==> config.mk <==
export PLATFORM = sky130hd
export DESIGN_NAME = enc_pwm_mixer
export DESIGN_NICKNAME = d
export VERILOG_FILES = /design/src/rtl/enc_pwm_pkg.sv /design/src/rtl/enc_channel.sv /design/src/rtl/enc_pwm_mixer.sv
export SDC_FILE = /design/constraint.sdc
export NUM_CORES = 1
export LEC_CHECK = 0
export ABC_AREA = 1
export CORE_MARGIN = 1.5
export CORE_UTILIZATION = 57
export DETAILED_ROUTE_END_ITERATION = 6
export PLACE_DENSITY = 0.76
export SLEW_MARGIN = 20
export SYNTH_ARGS = -nofsm -noshare
export SYNTH_HDL_FRONTEND = slang
export SYNTH_HIERARCHICAL = 1
export SYNTH_SLANG_ARGS = --single-unit
==> constraint.sdc <==
create_clock -name clk -period 2.9 [get_ports clk]
set_clock_uncertainty 0.1 [all_clocks]
set_input_delay 0.87 -clock clk [delete_from_list [all_inputs] [get_ports clk]]
set_output_delay 0.87 -clock clk [all_outputs]
set_load 0.005 [all_outputs]
==> src/rtl/enc_pwm_pkg.sv <==
// rtl/enc_pwm_pkg.sv - shared constants and helpers for the encoder-to-PWM mixer
//
// Contents:
//   DIR_UP / DIR_DOWN  debounced B level at an A rise that selects the step direction
//   ch_w()             channel-select width for a channel count (never below 1)
//   phase_off()        PWM phase offset of a channel when phases are staggered

package enc_pwm_pkg;

    localparam logic DIR_UP   = 1'b0;
    localparam logic DIR_DOWN = 1'b1;

    function automatic int ch_w(input int num_ch);
        return (num_ch > 2) ? $clog2(num_ch) : 1;
    endfunction

    // Channels are spread evenly over one PWM period.
    function automatic int phase_off(input int ch, input int num_ch, input int width);
        return ch * ((1 << width) / num_ch);
    endfunction

endpackage

==> src/rtl/enc_channel.sv <==
// rtl/enc_channel.sv - one encoder channel: synchroniser, debouncer, quadrature decode, level register
//
// Ports:
//   clk       in   system clock
//   reset     in   synchronous, active-high reset
//   enc_a     in   encoder A pin, asynchronous
//   enc_b     in   encoder B pin, asynchronous
//   strobe    in   debounce sample enable
//   sat_mode  in   1 = clamp level at 0 / max, 0 = wrap
//   load      in   direct level write for this channel
//   load_val  in   value written on load
//   level     out  current level

module enc_channel
    import enc_pwm_pkg::*;
#(
    parameter int WIDTH = 8,
    parameter int STEP  = 1
) (
    input  logic             clk,
    input  logic             reset,
    input  logic             enc_a,
    input  logic             enc_b,
    input  logic             strobe,
    input  logic             sat_mode,
    input  logic             load,
    input  logic [WIDTH-1:0] load_val,
    output logic [WIDTH-1:0] level
);

    localparam logic [WIDTH:0]   STEP_X    = (WIDTH+1)'(STEP);
    localparam logic [WIDTH-1:0] LEVEL_MAX = '1;

    logic             a_s1, a_s2, b_s1, b_s2;
    logic             a_prev, b_prev;
    logic             a_db, b_db, a_db_d;
    logic             rise;
    logic [WIDTH:0]   sum, diff;
    logic [WIDTH-1:0] level_next;

    always_ff @(posedge clk) begin
        if (reset) begin
            a_s1   <= 1'b0;
            a_s2   <= 1'b0;
            b_s1   <= 1'b0;
            b_s2   <= 1'b0;
            a_prev <= 1'b0;
            b_prev <= 1'b0;
            a_db   <= 1'b0;
            b_db   <= 1'b0;
            a_db_d <= 1'b0;
            level  <= '0;
        end else begin
            a_s1 <= enc_a;
            a_s2 <= a_s1;
            b_s1 <= enc_b;
            b_s2 <= b_s1;
            // A new value must be seen on two consecutive strobes before it is accepted.
            if (strobe) begin
                a_prev <= a_s2;
                b_prev <= b_s2;
                if (a_s2 == a_prev) a_db <= a_s2;
                if (b_s2 == b_prev) b_db <= b_s2;
            end
            a_db_d <= a_db;
            // A direct load wins; an encoder step in the same cycle is discarded.
            if (load) begin
                level <= load_val;
            end else if (rise) begin
                level <= level_next;
            end
        end
    end

    assign rise = a_db & ~a_db_d;

    // One extra bit exposes carry on the way up and borrow on the way down.
    always_comb begin
        sum        = {1'b0, level} + STEP_X;
        diff       = {1'b0, level} - STEP_X;
        level_next = level;
        if (b_db == DIR_UP) begin
            level_next = (sat_mode && sum[WIDTH]) ? LEVEL_MAX : sum[WIDTH-1:0];
        end else if (b_db == DIR_DOWN) begin
            level_next = (sat_mode && diff[WIDTH]) ? '0 : diff[WIDTH-1:0];
        end
    end

endmodule

==> src/rtl/enc_pwm_mixer.sv <==
// rtl/enc_pwm_mixer.sv - NUM_CH rotary encoders driving phase-spread, glitch-free PWM outputs
//
// Ports:
//   clk       in   system clock
//   reset     in   synchronous, active-high reset
//   enc_a     in   [NUM_CH] encoder A pins, asynchronous
//   enc_b     in   [NUM_CH] encoder B pins, asynchronous
//   sat_mode  in   1 = saturate levels, 0 = wrap
//   load_en   in   direct level write strobe
//   load_ch   in   [CH_W] channel to write (out-of-range ignored)
//   load_val  in   [WIDTH] value to write
//   rd_sel    in   [CH_W] readback channel select
//   rd_data   out  [WIDTH] registered level[rd_sel], 0 when out of range
//   pwm_out   out  [NUM_CH] registered PWM outputs

module enc_pwm_mixer
    import enc_pwm_pkg::*;
#(
    parameter  int NUM_CH       = 4,
    parameter  int WIDTH        = 8,
    parameter  int STEP         = 1,
    parameter  int DB_DIV       = 1,
    parameter  int PHASE_SPREAD = 1,
    localparam int CH_W         = ch_w(NUM_CH)
) (
    input  logic              clk,
    input  logic              reset,
    input  logic [NUM_CH-1:0] enc_a,
    input  logic [NUM_CH-1:0] enc_b,
    input  logic              sat_mode,
    input  logic              load_en,
    input  logic [CH_W-1:0]   load_ch,
    input  logic [WIDTH-1:0]  load_val,
    input  logic [CH_W-1:0]   rd_sel,
    output logic [WIDTH-1:0]  rd_data,
    output logic [NUM_CH-1:0] pwm_out
);

    localparam int             SCW       = (DB_DIV > 1) ? $clog2(DB_DIV) : 1;
    localparam logic [SCW-1:0] STRB_LAST = SCW'(DB_DIV - 1);

    logic [SCW-1:0]   strb_cnt;
    logic             strobe;
    logic [WIDTH-1:0] pwm_cnt;
    logic [WIDTH-1:0] level [NUM_CH];
    logic [WIDTH-1:0] rd_next;

    // With DB_DIV = 1 the counter sits at 0 and strobe stays high.
    always_ff @(posedge clk) begin
        if (reset) begin
            strb_cnt <= '0;
        end else if (strb_cnt == STRB_LAST) begin
            strb_cnt <= '0;
        end else begin
            strb_cnt <= strb_cnt + 1'b1;
        end
    end

    assign strobe = (strb_cnt == '0);

    always_ff @(posedge clk) begin
        if (reset) begin
            pwm_cnt <= '0;
        end else begin
            pwm_cnt <= pwm_cnt + 1'b1;
        end
    end

    for (genvar i = 0; i < NUM_CH; i++) begin : g_ch
        localparam logic [WIDTH-1:0] OFFSET =
            (PHASE_SPREAD != 0) ? WIDTH'(phase_off(i, NUM_CH, WIDTH)) : '0;

        logic             load_hit;
        logic [WIDTH-1:0] phase;
        logic [WIDTH-1:0] shadow;
        logic [WIDTH-1:0] eff;
        logic             pwm_q;

        assign load_hit = load_en && (load_ch == CH_W'(i));

        enc_channel #(
            .WIDTH (WIDTH),
            .STEP  (STEP)
        ) u_chan (
            .clk      (clk),
            .reset    (reset),
            .enc_a    (enc_a[i]),
            .enc_b    (enc_b[i]),
            .strobe   (strobe),
            .sat_mode (sat_mode),
            .load     (load_hit),
            .load_val (load_val),
            .level    (level[i])
        );

        assign phase = pwm_cnt + OFFSET;
        // The live level is used only on the first cycle of the period so the
        // comparator threshold cannot move mid-period.
        assign eff   = (phase == '0) ? level[i] : shadow;

        always_ff @(posedge clk) begin
            if (reset) begin
                shadow <= '0;
                pwm_q  <= 1'b0;
            end else begin
                if (phase == '0) shadow <= level[i];
                pwm_q <= (phase < eff);
            end
        end

        assign pwm_out[i] = pwm_q;
    end

    always_comb begin
        rd_next = '0;
        for (int i = 0; i < NUM_CH; i++) begin
            if (rd_sel == CH_W'(i)) rd_next = level[i];
        end
    end

    always_ff @(posedge clk) begin
        if (reset) begin
            rd_data <= '0;
        end else begin
            rd_data <= rd_next;
        end
    end

endmodule

==> results.py <==
metrics = {
    "cts": {
        "cts-root-buf": "clkbuf_16",
        "cts_max_level": 4,
        "cts-buffers-inserted": 17,
        "post_cts_buffers": 0,
        "clk_path_buf_depth": 2,
        "clk_pin_slew_ns": 0.06,
        "clock_latency_ns": 0.42,
        "cts_tree": "done",
        "hold_buffers": 0,
        "ctsResizeCount": 0,
        "clkSinkCount": 121,
    },
    "setup_path": {
        "crit_slowest_cell": "dfxtp_1",
        "worst_ep_arrival_time_ns": 2.60,
        "crit_fanout": 11,
        "critPathLaunchType": "register",
        "cp-end-kind": "register",
        "critPathKind": "reg2reg",
        "cp.required_ns": 3.15,
        "path_cells": "inv_1 -> ha_1 -> nand2_4 -> nor2_8 -> nand2_2 -> a21oi_1 -> ha_1 -> a21oi_1 -> o211ai_1 -> a21oi_2",
        "cpPeakStageDelay_ns": 0.34,
    },
    "synthesis": {
        "synth_warnings": 6,
        "yosysSeqAreaShare": 0.3051,
        "synthesis.nets": 1198,
        "ys_types": 39,
        "syn-cell-area_mm2": 0.007940,
        "yosysTopAreaCell": "dfxtp_1",
        "synthCells": 1132,
        "ys_ff_latch": 121,
        "yosys.area.top_type_share": 0.3051,
        "synth_area_leaders": "dfxtp_1, nand2_1, nor2_1, ha_1, inv_1",
        "syn_avg_cell_area_um2": 7.014,
    },
    "die": {
        "die-area_mm2": 0.01465,
        "dieHeight_um": 121.0,
        "start_util": 0.5925,
        "core_region_area_mm2": 0.01340,
        "die_x_um": 121.0,
        "fp-row-count": 42,
        "io_pins": 36,
    },
    "pwr": {
        "design_power_total_mw": 4.545,
        "power_density_mw_per_mm2": 508.7,
        "p_leak_nw": 3.979,
        "ir_drop_mv": 0.6201,
    },
    "place": {
        "dp_hpwl_mm": 13.30,
        "gp_congestion": 0.9407,
        "postPlaceCellArea_mm2": 0.008278,
        "portBuffers": 35,
    },
    "timing": {
        "worstMarginPinSlew_ns": 0.7763,
        "hold_slack_ns": 0.2990,
        "fmax_mhz": 425.7,
        "period_share": 0.8100,
        "hold_viol_final": 0,
        "period_needed_ns": 2.349,
        "rsz0062_at_grt": "no",
        "finalMaxSlewViolations": 0,
        "relSlewSlack": 0.4818,
        "final.setup.tns_ns": 0,
        "finalSetupViolations": 0,
    },
    "layout": {
        "drive_gt1_frac": 0.1405,
        "antennaDiodeCount": 0,
        "fin_area_mm2": 0.008934,
        "final_common_cell": "nand2_1",
        "area_growth_pct": 12.51,
        "final_core_util": 0.6667,
        "most-common-layout-cells": "nand2_1, nor2_1, inv_1",
        "layout.nets": 1221,
    },
    "route": {
        "drt_iter0_drc": 500,
        "remaining_drc_errors": 0,
        "vias": 7076,
        "via_per_inst": 5.269,
        "drtAntennaViolNets": 0,
        "firstDrtPassIters": 7,
        "routedWlPerCell_um": 13.75,
        "drt_wl_total_mm": 18.46,
    },
    "global_route": {
        "track_usage": 0.2697,
        "grt-ovfl-total": 0,
        "grt_max_degree": 66,
        "grt_antenna_before_repair": 0,
        "grt_pass1_vias": 6672,
        "grt_pass1_wl_mm": 31.33,
    },
    "outcome": {
        "status": "complete, no violations",
    },
    "hold_path": {
        "hold_path.class": "reg2reg",
    },
    "job": {
        "maxCapViolations": 0,
    },
}
-- power by group --
group / switching [mW] / internal, mW / total, mW
Sequential: 0.0377 / 1.70 / 1.74
Clock: 0.764 / 1.61 / 2.37
Combinational: 0.269 / 0.170 / 0.439
Total: 1.07 / 3.47 / 4.54
-- critical path: cells and delay by family (launching register included) --
kind | cells | cell delay [ns]
buffers and inverters | 1 | 0.20
AOI/OAI and AO/OA | 4 | 0.63
adders and majority gates | 2 | 0.53
and+or+nand+nor | 3 | 0.49
DFF | 1 | 0.34
-- per-layer routing --
layer	GRT usage	share of wire	vias to the layer above	routed length, um
met1	0.3275	0.45	3180	8265
met4	0.1125	0.029	0	532
met2	0.4602	0.47	198	8673
met5	0	0	-	0
met3	0.05968	0.054	42	989
li1	-	-	3656	-
-- registers in the layout (all words and copies together), names as in the netlist --
name,flops
g_ch.shadow,32
g_ch.u_chan/level,32
pwm_cnt,8
rd_data,8
g_ch.pwm_q,4
g_ch.u_chan/a_db,4
g_ch.u_chan/a_db_d,4
g_ch.u_chan/a_prev,4
g_ch.u_chan/a_s1,4
g_ch.u_chan/a_s2,4
g_ch.u_chan/b_db,4
g_ch.u_chan/b_prev,4
g_ch.u_chan/b_s1,4
g_ch.u_chan/b_s2,4
strb_cnt,1
-- cell type report --
type	count	area (um2)
Clock buffer	19	432.9
Sequential cell	121	2422
Clock inverter	12	222.7
Tap cell	176	220.2
Inverter	142	536.8
Multi-Input combinational cell	823	4626
Fill cell	1203	4467
Timing Repair Buffer	50	473.0
-- kinds of logic after synthesis --
kind of cell	share of synthesized area
buffers and inverters	0.1124
other	0.0004723
adders and majority gates	0.06618
DFF	0.3051
AOI/OAI and AO/OA	0.1180
xor gates and xnor gates	0.008825
and+or+nand+nor	0.3689
muxes	0.02017
-- worst paths after layout --
path	start	to	slack [ns]	cells after the start
worst max-delay path	pwm_cnt[0]	g_ch[0].pwm_q	0.55	10
worst min-delay path	g_ch[1].u_chan/a_s1	g_ch[1].u_chan/a_s2	0.30	2
worst min register to register	g_ch[1].u_chan/a_s1	g_ch[1].u_chan/a_s2	0.30	2
worst max register to register	pwm_cnt[0]	g_ch[0].pwm_q	0.55	10
-- through the flow --
step / instances / setup slack, ns
2_1_floorplan: 1132 / 0.8224
3_3_place_gp: 1312 / 0.4037
3_5_place_dp: 1312 / 0.3728
4_1_cts: 1343 / 0.5377
5_1_grt: 1343 / 0.2750
6_report: 1343 / 0.5510
-- cell usage after synthesis (all sizes together) --
library cell,count
nand2,288
nor2,202
inv,141
dfxtp,121
nand3,94
a21oi,76
ha,42
o21ai,40
buf,31
mux2i,16
clkbuf,15
nor3,11
a211oi,8
nand4,8
o211ai,8
xor2,8
a31oi,5
o22ai,4
or2,4
o2111ai,3
o221ai,3
nor4,2
clkinv,1
conb,1
(Power assumes the default switching activity.)
